[config.mk]
export PLATFORM = sky130hd
export DESIGN_NAME = ps2_host_tx_flat
export DESIGN_NICKNAME = d
export VERILOG_FILES = /design/src/rtl/ps2_host_tx_pkg.sv /design/src/rtl/ps2_host_tx_if.sv /design/src/rtl/ps2_host_tx_line_filter.sv /design/src/rtl/ps2_host_tx.sv /design/src/flat_wrapper.sv
export SDC_FILE = /design/constraint.sdc
export NUM_CORES = 1
export LEC_CHECK = 0
export BUFFER_PORTS_ARGS = -buffer_cell sky130_fd_sc_hd__buf_4
export CORE_MARGIN = 2
export CORE_UTILIZATION = 60
export CTS_CLUSTER_SIZE = 16
export DETAILED_ROUTE_END_ITERATION = 8
export PLACE_DENSITY = 0.9
export SLEW_MARGIN = 25
export SYNTH_ARGS = -nofsm -noshare
export SYNTH_HDL_FRONTEND = slang
export SYNTH_HIERARCHICAL = 1
export SYNTH_SLANG_ARGS = --single-unit
export TNS_END_PERCENT = 30
[constraint.sdc]
create_clock -name clk -period 2.1 [get_ports clk]
set_input_delay 0.105 -clock clk [delete_from_list [all_inputs] [get_ports clk]]
set_output_delay 0.105 -clock clk [all_outputs]
set_load 0.03 [all_outputs]
[src/rtl/ps2_host_tx_pkg.sv]
// Shared types, constants and helpers for the PS/2 host transmitter.
// Command bytes are shared with the keyboard-side logic.
package ps2_host_tx_pkg;

    localparam int CNT_W = 19;
    localparam int BIT_W = 4;

    localparam logic [7:0] PS2_CMD_SETLED = 8'hED;
    localparam logic [7:0] PS2_CMD_RESET  = 8'hFF;
    localparam logic [7:0] PS2_ACK_BYTE   = 8'hFA;

    typedef enum logic [2:0] {
        S_IDLE,
        S_INHIBIT,
        S_REQ,
        S_SHIFT,
        S_ACK,
        S_WAITREL
    } state_t;

    // {stop, odd parity, data}; shifted out LSB first
    function automatic logic [9:0] make_frame(input logic [7:0] d);
        return {1'b1, ~^d, d};
    endfunction

    function automatic logic [CNT_W-1:0] sat_inc(
        input logic [CNT_W-1:0] v
    );
        return (&v) ? v : v + 1'b1;
    endfunction

endpackage

[src/rtl/ps2_host_tx_if.sv]
// Byte request handshake and status between a client and the
// PS/2 host transmitter.
interface ps2_host_tx_if;

    logic [7:0] tx_data;
    logic       tx_valid;
    logic       tx_ready;
    logic       busy;
    logic       done;
    logic       error;

    modport master (
        output tx_data, tx_valid,
        input  tx_ready, busy, done, error
    );

    modport slave (
        input  tx_data, tx_valid,
        output tx_ready, busy, done, error
    );

endinterface

[src/rtl/ps2_host_tx_line_filter.sv]
// PS/2 pin conditioner: 2-FF synchroniser, FILTER_LEN-sample
// deglitch and a registered falling-edge pulse.
module ps2_line_filter #(
    parameter int FILTER_LEN = 3
) (
    input  logic clk,
    input  logic rst_n,
    input  logic pin,
    output logic level,
    output logic fall
);

    logic [1:0]            sync;
    logic [FILTER_LEN-2:0] hist;
    logic [FILTER_LEN-1:0] win;

    assign win = {hist, sync[1]};

    always_ff @(posedge clk or negedge rst_n) begin
        if (!rst_n) begin
            sync  <= '1;
            hist  <= '1;
            level <= 1'b1;
            fall  <= 1'b0;
        end else begin
            sync <= {sync[0], pin};
            hist <= win[FILTER_LEN-2:0];
            fall <= level & ~|win;
            if (&win)
                level <= 1'b1;
            else if (~|win)
                level <= 1'b0;
        end
    end

endmodule

[src/rtl/ps2_host_tx.sv]
// Host-to-device PS/2 byte transmitter driving open-drain
// clock/data enables; reports done on ACK, error otherwise.
module ps2_host_tx
    import ps2_host_tx_pkg::*;
#(
    parameter int INHIBIT_CYCLES = 2500,
    parameter int TIMEOUT_CYCLES = 375000,
    parameter int FILTER_LEN     = 3
) (
    input  logic         clk,
    input  logic         rst_n,
    ps2_host_tx_if.slave bus,
    input  logic         ps2_clk_in,
    input  logic         ps2_data_in,
    output logic         ps2_clk_oe,
    output logic         ps2_data_oe
);

    localparam logic [CNT_W-1:0] INH_LAST =
        CNT_W'(INHIBIT_CYCLES - 1);
    localparam logic [CNT_W-1:0] TMO_LAST =
        CNT_W'(TIMEOUT_CYCLES - 1);

    state_t           state, state_n;
    logic [9:0]       shift, shift_n;
    logic [CNT_W-1:0] cnt, cnt_n;
    logic [BIT_W-1:0] bitcnt, bitcnt_n;
    logic             clk_oe_n, data_oe_n;
    logic             done_q, done_n;
    logic             error_q, error_n;
    logic             clk_lvl, clk_fall, data_lvl;

    ps2_line_filter #(.FILTER_LEN(FILTER_LEN)) u_clk_filt (
        .clk   (clk),
        .rst_n (rst_n),
        .pin   (ps2_clk_in),
        .level (clk_lvl),
        .fall  (clk_fall)
    );

    ps2_line_filter #(.FILTER_LEN(FILTER_LEN)) u_data_filt (
        .clk   (clk),
        .rst_n (rst_n),
        .pin   (ps2_data_in),
        .level (data_lvl),
        .fall  ()
    );

    always_ff @(posedge clk or negedge rst_n) begin
        if (!rst_n) begin
            state       <= S_IDLE;
            shift       <= '0;
            cnt         <= '0;
            bitcnt      <= '0;
            ps2_clk_oe  <= 1'b0;
            ps2_data_oe <= 1'b0;
            done_q      <= 1'b0;
            error_q     <= 1'b0;
        end else begin
            state       <= state_n;
            shift       <= shift_n;
            cnt         <= cnt_n;
            bitcnt      <= bitcnt_n;
            ps2_clk_oe  <= clk_oe_n;
            ps2_data_oe <= data_oe_n;
            done_q      <= done_n;
            error_q     <= error_n;
        end
    end

    always_comb begin
        state_n   = state;
        shift_n   = shift;
        cnt_n     = cnt;
        bitcnt_n  = bitcnt;
        clk_oe_n  = ps2_clk_oe;
        data_oe_n = ps2_data_oe;
        done_n    = 1'b0;
        error_n   = 1'b0;
        unique case (state)
            S_IDLE: begin
                if (bus.tx_valid) begin
                    shift_n  = make_frame(bus.tx_data);
                    cnt_n    = '0;
                    bitcnt_n = '0;
                    clk_oe_n = 1'b1;
                    state_n  = S_INHIBIT;
                end
            end
            S_INHIBIT: begin
                cnt_n = sat_inc(cnt);
                if (cnt == INH_LAST) begin
                    data_oe_n = 1'b1;
                    state_n   = S_REQ;
                end
            end
            S_REQ: begin
                clk_oe_n = 1'b0;
                cnt_n    = '0;
                state_n  = S_SHIFT;
            end
            S_SHIFT: begin
                if (clk_fall) begin
                    data_oe_n = ~shift[0];
                    shift_n   = {1'b0, shift[9:1]};
                    bitcnt_n  = bitcnt + 1'b1;
                    if (bitcnt == BIT_W'(9))
                        state_n = S_ACK;
                end
            end
            S_ACK: begin
                if (clk_fall) begin
                    if (data_lvl) begin
                        error_n = 1'b1;
                        state_n = S_IDLE;
                    end else begin
                        state_n = S_WAITREL;
                    end
                end
            end
            S_WAITREL: begin
                if (clk_lvl && data_lvl) begin
                    done_n  = 1'b1;
                    state_n = S_IDLE;
                end
            end
            default: state_n = S_IDLE;
        endcase
        // frame watchdog; also catches an absent device
        if (state == S_SHIFT || state == S_ACK ||
            state == S_WAITREL) begin
            cnt_n = sat_inc(cnt);
            if (cnt == TMO_LAST) begin
                done_n  = 1'b0;
                error_n = 1'b1;
                state_n = S_IDLE;
            end
        end
        if (state != S_IDLE && state_n == S_IDLE) begin
            clk_oe_n  = 1'b0;
            data_oe_n = 1'b0;
        end
    end

    assign bus.tx_ready = (state == S_IDLE);
    assign bus.busy     = (state != S_IDLE);
    assign bus.done     = done_q;
    assign bus.error    = error_q;

endmodule
[src/flat_wrapper.sv]
// flat-port wrapper written by rule: the top's interface ports become plain ports
module ps2_host_tx_flat import ps2_host_tx_pkg::*;
#(
    parameter int INHIBIT_CYCLES = 2500,
    parameter int TIMEOUT_CYCLES = 375000,
    parameter int FILTER_LEN     = 3
)
  (clk, rst_n, ps2_clk_in, ps2_data_in, ps2_clk_oe, ps2_data_oe, bus_tx_data, bus_tx_valid, bus_tx_ready, bus_busy, bus_done, bus_error);
  ps2_host_tx_if bus_i ();
  input  logic clk;
  input  logic rst_n;
  input  logic ps2_clk_in;
  input  logic ps2_data_in;
  output logic ps2_clk_oe;
  output logic ps2_data_oe;
  input wire logic [$bits(bus_i.tx_data)-1:0] bus_tx_data;
  input wire logic [$bits(bus_i.tx_valid)-1:0] bus_tx_valid;
  output wire logic [$bits(bus_i.tx_ready)-1:0] bus_tx_ready;
  output wire logic [$bits(bus_i.busy)-1:0] bus_busy;
  output wire logic [$bits(bus_i.done)-1:0] bus_done;
  output wire logic [$bits(bus_i.error)-1:0] bus_error;
  assign bus_i.tx_data = bus_tx_data;
  assign bus_i.tx_valid = bus_tx_valid;
  assign bus_tx_ready = bus_i.tx_ready;
  assign bus_busy = bus_i.busy;
  assign bus_done = bus_i.done;
  assign bus_error = bus_i.error;
  ps2_host_tx #(.INHIBIT_CYCLES(INHIBIT_CYCLES), .TIMEOUT_CYCLES(TIMEOUT_CYCLES), .FILTER_LEN(FILTER_LEN)) u_core (.clk(clk), .rst_n(rst_n), .bus(bus_i), .ps2_clk_in(ps2_clk_in), .ps2_data_in(ps2_data_in), .ps2_clk_oe(ps2_clk_oe), .ps2_data_oe(ps2_data_oe));
endmodule
Yosys cells after proc, flatten, opt, wreduce, memory -nomap -nowiden
Cells that the tools add are included.
{ "word_totals": {"output_inout_bits": 6, "input_bits": 13, "ff_bits": 51, "word_cells": 97} }
{ "classes": {"bitwise_logic": 2, "n_addsub": 2, "mux": 40, "reduce_logical": 22, "n_eq_ne": 16} }
{ "op_table": {"columns": ["op", "count"], "rows": [
  ["19-bit 2-to-1 mux", 3],
  ["19-bit one-hot mux with 3 select lines", 1],
  ["3-bit 2-to-1 mux", 9],
  ["10-bit 2-to-1 mux", 2],
  ["10-bit one-hot mux with 2 select lines", 1],
  ["19-bit by 1-bit adder with 19-bit output (second input constant)", 1],
  ["19-bit by 12-bit equality test with 1-bit output (second input constant)", 1],
  ["19-bit equality test (second input constant)", 1],
  ["19-bit AND reduction", 1],
  ["1-bit 2-to-1 mux", 18],
  ["3-bit one-hot mux with 6 select lines", 1],
  ["3-bit AND reduction", 4],
  ["3-bit nonzero test", 3],
  ["4-bit 2-to-1 mux", 2],
  ["4-bit one-hot mux with 2 select lines", 1],
  ["8-bit XNOR reduction", 1],
  ["3-bit by 2-bit equality test with 1-bit output (second input constant)", 2],
  ["3-bit equality test (second input constant)", 2],
  ["3-bit zero test", 2],
  ["3-bit by 2-bit inequality test with 1-bit output (second input constant)", 2],
  ["3-bit OR reduction", 2],
  ["4-bit by 1-bit adder with 4-bit output (second input constant)", 1],
  ["4-bit equality test (second input constant)", 1],
  ["2-bit by 1-bit inequality test with 1-bit output (second input constant)", 2],
  ["13 further kinds", 18]
]} }

Longest topological paths before layout
{ "depth": {"depth_word": 10, "mapped_depth": 7, "depth_no_buf": 6} }

Modules after synthesis
Netlist, hierarchy kept.
{ "modules_own_cells": {"columns": ["module", "n_inst", "cells_each", "area_per_inst_um2"], "rows": [
  ["ps2_host_tx", 1, 276, 2503.7],
  ["ps2_line_filter", 2, 11, 190.2]
]} }

Worst setup path after synthesis
OpenSTA, ideal clock, no wires.
{ "synth_timing": {"path_type": "reg-to-reg", "from": "register u_core.cnt[3]", "to": "register u_core.ps2_clk_oe", "path_stages_with_launch": 5, "slack_ns": 0.154, "period_less_slack_ns": 1.946, "t_arrival_ns": 1.816, "path_buffers": 0, "t_required_ns": 1.969, "cell_sequence": "dfrtp_1 or4_4 or3_4 o41ai_4 o21ai_2"} }
{ "synth_via": {"elab_chain_cells": 9, "elab_cells_between_ends": 12, "classes_between": "3 x eq/ne; 5 x mux; 4 x reduce/logical"} }
{ "synth_rtl": {"columns": ["element", "line", "source"], "rows": [
  ["start: declaration", "ps2_host_tx.sv:26", "logic [CNT_W-1:0] cnt, cnt_n;"],
  ["start signal: assignment", "ps2_host_tx.sv:62", "cnt <= cnt_n;"],
  ["19-bit by 12-bit equality test with 1-bit output", "ps2_host_tx.sv:92", "if (cnt == INH_LAST) begin"],
  ["3-bit 2-to-1 mux", "ps2_host_tx.sv:92", null],
  ["3-bit one-hot mux with 6 select lines", "ps2_host_tx.sv:80", "unique case (state)"],
  ["3-bit 2-to-1 mux", "ps2_host_tx.sv:133", "if (cnt == TMO_LAST) begin"],
  ["3-bit 2-to-1 mux (*)", "ps2_host_tx.sv:130", "if (state == S_SHIFT || state == S_ACK ||"],
  ["3-bit zero test (*)", "ps2_host_tx.sv:139", "if (state != S_IDLE && state_n == S_IDLE) begin"],
  ["1-bit logical AND (*)", "ps2_host_tx.sv:139", null],
  ["3-bit by 2-bit inequality test with 1-bit output (no source line) or 3-bit nonzero test (tied branches)", null, null],
  ["2-bit AND reduction (no source line)", null, null],
  ["end signal: assignment", "ps2_host_tx.sv:64", "ps2_clk_oe <= clk_oe_n;"],
  ["end: declaration", "ps2_host_tx.sv:15", "output logic ps2_clk_oe,"]
]} }
Every way passes the cells marked *; elsewhere a longest branch is shown, timed or not.
A chain may end at the register's enable or synchronous reset.

Final worst setup path
{ "layout_timing": {"from": "register u_core.cnt[0]", "to": "register u_core.cnt[15]"} }
{ "layout_via": {"elab_chain_cells": 4, "elab_cells_between_ends": 5, "classes_between": "1 x add/sub; 3 x mux; 1 x reduce/logical"} }
{ "layout_rtl": {"columns": ["element", "line", "source"], "rows": [
  ["19-bit by 1-bit adder with 19-bit output or 19-bit AND reduction (tied branches)", "ps2_host_tx_pkg.sv:29", "return (&v) ? v : v + 1'b1;"],
  ["19-bit 2-to-1 mux (*)", "ps2_host_tx_pkg.sv:29", null],
  ["19-bit one-hot mux with 3 select lines", "ps2_host_tx.sv:80", null],
  ["19-bit 2-to-1 mux (*)", "ps2_host_tx.sv:130", null]
]} }
Marks and branches as above.

==> results.md <==
* Status: complete, no violations
* Antenna violations before repair at 0
* Row count at 25
* Final Hold Viols at 0
* Slew headroom at 0.580
* Util after Layout at 0.690
* Crit-path slowest cell: a2111oi_0
* Crit path kind: flip-flop to flip-flop
* Wire per inst at 16.9 um
* TritonCTS clock tree: built
* Mean area per synthesized cell at 9.61 sq um
* Nets at 338
* Max cap viols at 0
* IO Port Bufs at 18
* Peak VDD IR at 0.342 mV
* Worst endpoint required time at 2.34 ns
* Post-route ant nets at 0
* RSZ-0062 raised after global routing: false
* Power density cells at 543 mW/mm^2
* Io pins at 19
* Global-route usage over all layers at 0.256
* CTS sink cnt at 51
* First-pass GRT wire length at 10,500 um
* Crit. End Element: flip-flop
* Busiest grt layer: met2
* Drt total wl at 6390 um
* Initial Utilization at 0.610
* Final setup fails at 0
* Ys Warns at 6
* Vias in the first global route at 2,200
* Hold Path Class: primary input to flip-flop
* DRC at 0
* Pleak at 1.46 nW
* Clock period minus worst slack at 1.96 ns
* Die width at 72.8 um
* Total gr overflow at 0
* Met1 usage at 0.356
* Via count at 2,441
* Layout cells sized above 1 at 0.180
* Die area at 0.00531 sq mm
* Hpwl dp at 4420 um
* Die Span Y at 72.8 um
* WHS at 0.109 ns
* Peak Freq at 0.511 GHz
* First-pass detailed-route iteration total at 5
* Final worst-path cycle share at 0.931
* Core area at 0.00466 sq mm
* Critical-path cell list: ha_1, and2_1, and4_1, a2111oi_0, mux2i_1
* Clk_skew at 0.00765 ns
* Worst-path fanout max at 6
* Synth Cell Area at 0.00284 sq mm
* Num CTS Buffers at 5
* Cells after Synth at 296
* Vias per inst at 6.47
* Clk_lat worst skew at 0.31 ns
* GR Util met2 at 0.394
* Met3 usage at 0.0511
* CTS Root Cell: clkbuf_8
* Max stage delay on crit path at 0.53 ns
* Worst slew pin tran at 0.631 ns
* GPL Wtd Cong at 0.917
* Max-slew violations at 0
* Reg clk slew, reported paths at 0.10 ns
* Arrival time at the worst endpoint at 2.20 ns
* Largest net degree at the start of global routing at 52
* Net count after synthesis at 312
* Setup TNS at 0 ns
* Antenna Cells at 0
* Starting DRT DRC Count at 318
* Area delta synth->final at 13.1%
* Worst-case clock buffer depth at 2
* H-tree depth at 2
* CP Launch Type: flip-flop
[what timing repair did]
action / 4_1_cts / 5_1_grt
buffers inserted: 0 / 0
setup endpoints to repair: 0 / 6
hold buffers: 3 / 0
endpoints found under the hold margin: 43 / 0
gates resized for setup: 0 / 1
[cells in the final DEF (no fill, tap or decap), types with 3 or more instances in the layout]
master,count
a31oi_1,4
inv_1,8
clkbuf_8,6
dfstp_2,10
nand2_1,40
dfrtp_1,41
or4_1,4
and2_1,3
nor3_1,4
nor2_1,10
nand2b_1,12
a211oi_1,9
dlygate4sd3_1,3
mux2i_1,18
buf_4,32
a21oi_1,13
and4_1,7
nand3_1,10
and3_1,4
nand4_1,7
nor2b_1,4
o21ai_1,3
ha_1,3
xnor2_1,7
o21ai_0,21
[critical path: cells and delay by family (launching register included)]
family                   cells  cell delay [ns]
AO/OA/AOI/OAI                1             0.53
adder cells (fa/ha/maj)      1             0.25
flip-flops                   1             0.44
multiplexers                 1             0.24
AND/OR/NAND/NOR              2             0.42
[final cells by class]
class	instances	area (sq um)
flip-flops and latches	51	1290
clock inverters	2	16.3
multi-input cells	221	1460
inverters	8	30.0
well taps	54	67.6
repair buffers	35	270
fillers	348	1450
clock buffers	6	82.6
[flip-flops by register name, summed over array words and instances, names as in the netlist]
name                      flops
u_core/cnt                   19
u_core/bus.error              1
u_core/u_data_filt/sync       2
u_core/state                  3
u_core/bus.done               1
u_core/u_clk_filt/fall        1
u_core/ps2_data_oe            1
u_core/u_clk_filt/sync        2
u_core/u_data_filt/level      1
u_core/bitcnt                 4
u_core/u_data_filt/hist       2
u_core/u_clk_filt/hist        2
u_core/ps2_clk_oe             1
u_core/u_clk_filt/level       1
u_core/shift                 10
[routing by layer]
metal  up-vias  wire length [um]
met3        18               435
met4         0               128
met5         -                 0
li1       1138                 -
met2       108              3030
met1      1177              2790
[power by group]
group | switching (mW) | leakage, nW | total, mW | internal, mW
Sequential | 0.0200 | 0.619 | 1.03 | 1.01
Combinational | 0.0511 | 0.796 | 0.102 | 0.0508
Clock | 0.342 | 0.0474 | 0.612 | 0.270
[path summary, 6_finish.rpt]
kind / to / slack, ns / depth (start not counted) / from
max: u_core/cnt[15] / 0.14 / 5 / u_core/cnt[0]
max in group asynchronous: u_core/cnt[2] / 1.33 / 2 / rst_n
min reg2reg: u_core/u_clk_filt/sync[1] / 0.36 / 0 / u_core/u_clk_filt/sync[0]
min: u_core/shift[0] / 0.11 / 3 / bus_tx_data[0]
min in group asynchronous: u_core/cnt[15] / 0.35 / 2 / rst_n
max reg2reg: u_core/cnt[15] / 0.14 / 5 / u_core/cnt[0]
[metrics by stage]
stage          area [sq um]  setup slack, ns  total power [mW]  instances
2_1_floorplan          2840            0.154              1.09        296
3_3_place_gp           3090            0.140              1.14        366
3_5_place_dp           3090           0.0619              1.15        366
4_1_cts                3210           0.0554              1.76        377
5_1_grt                3220           0.0215              1.81        377
6_report               3220            0.145              1.75        377
Power figures use the tool's default switching activity.
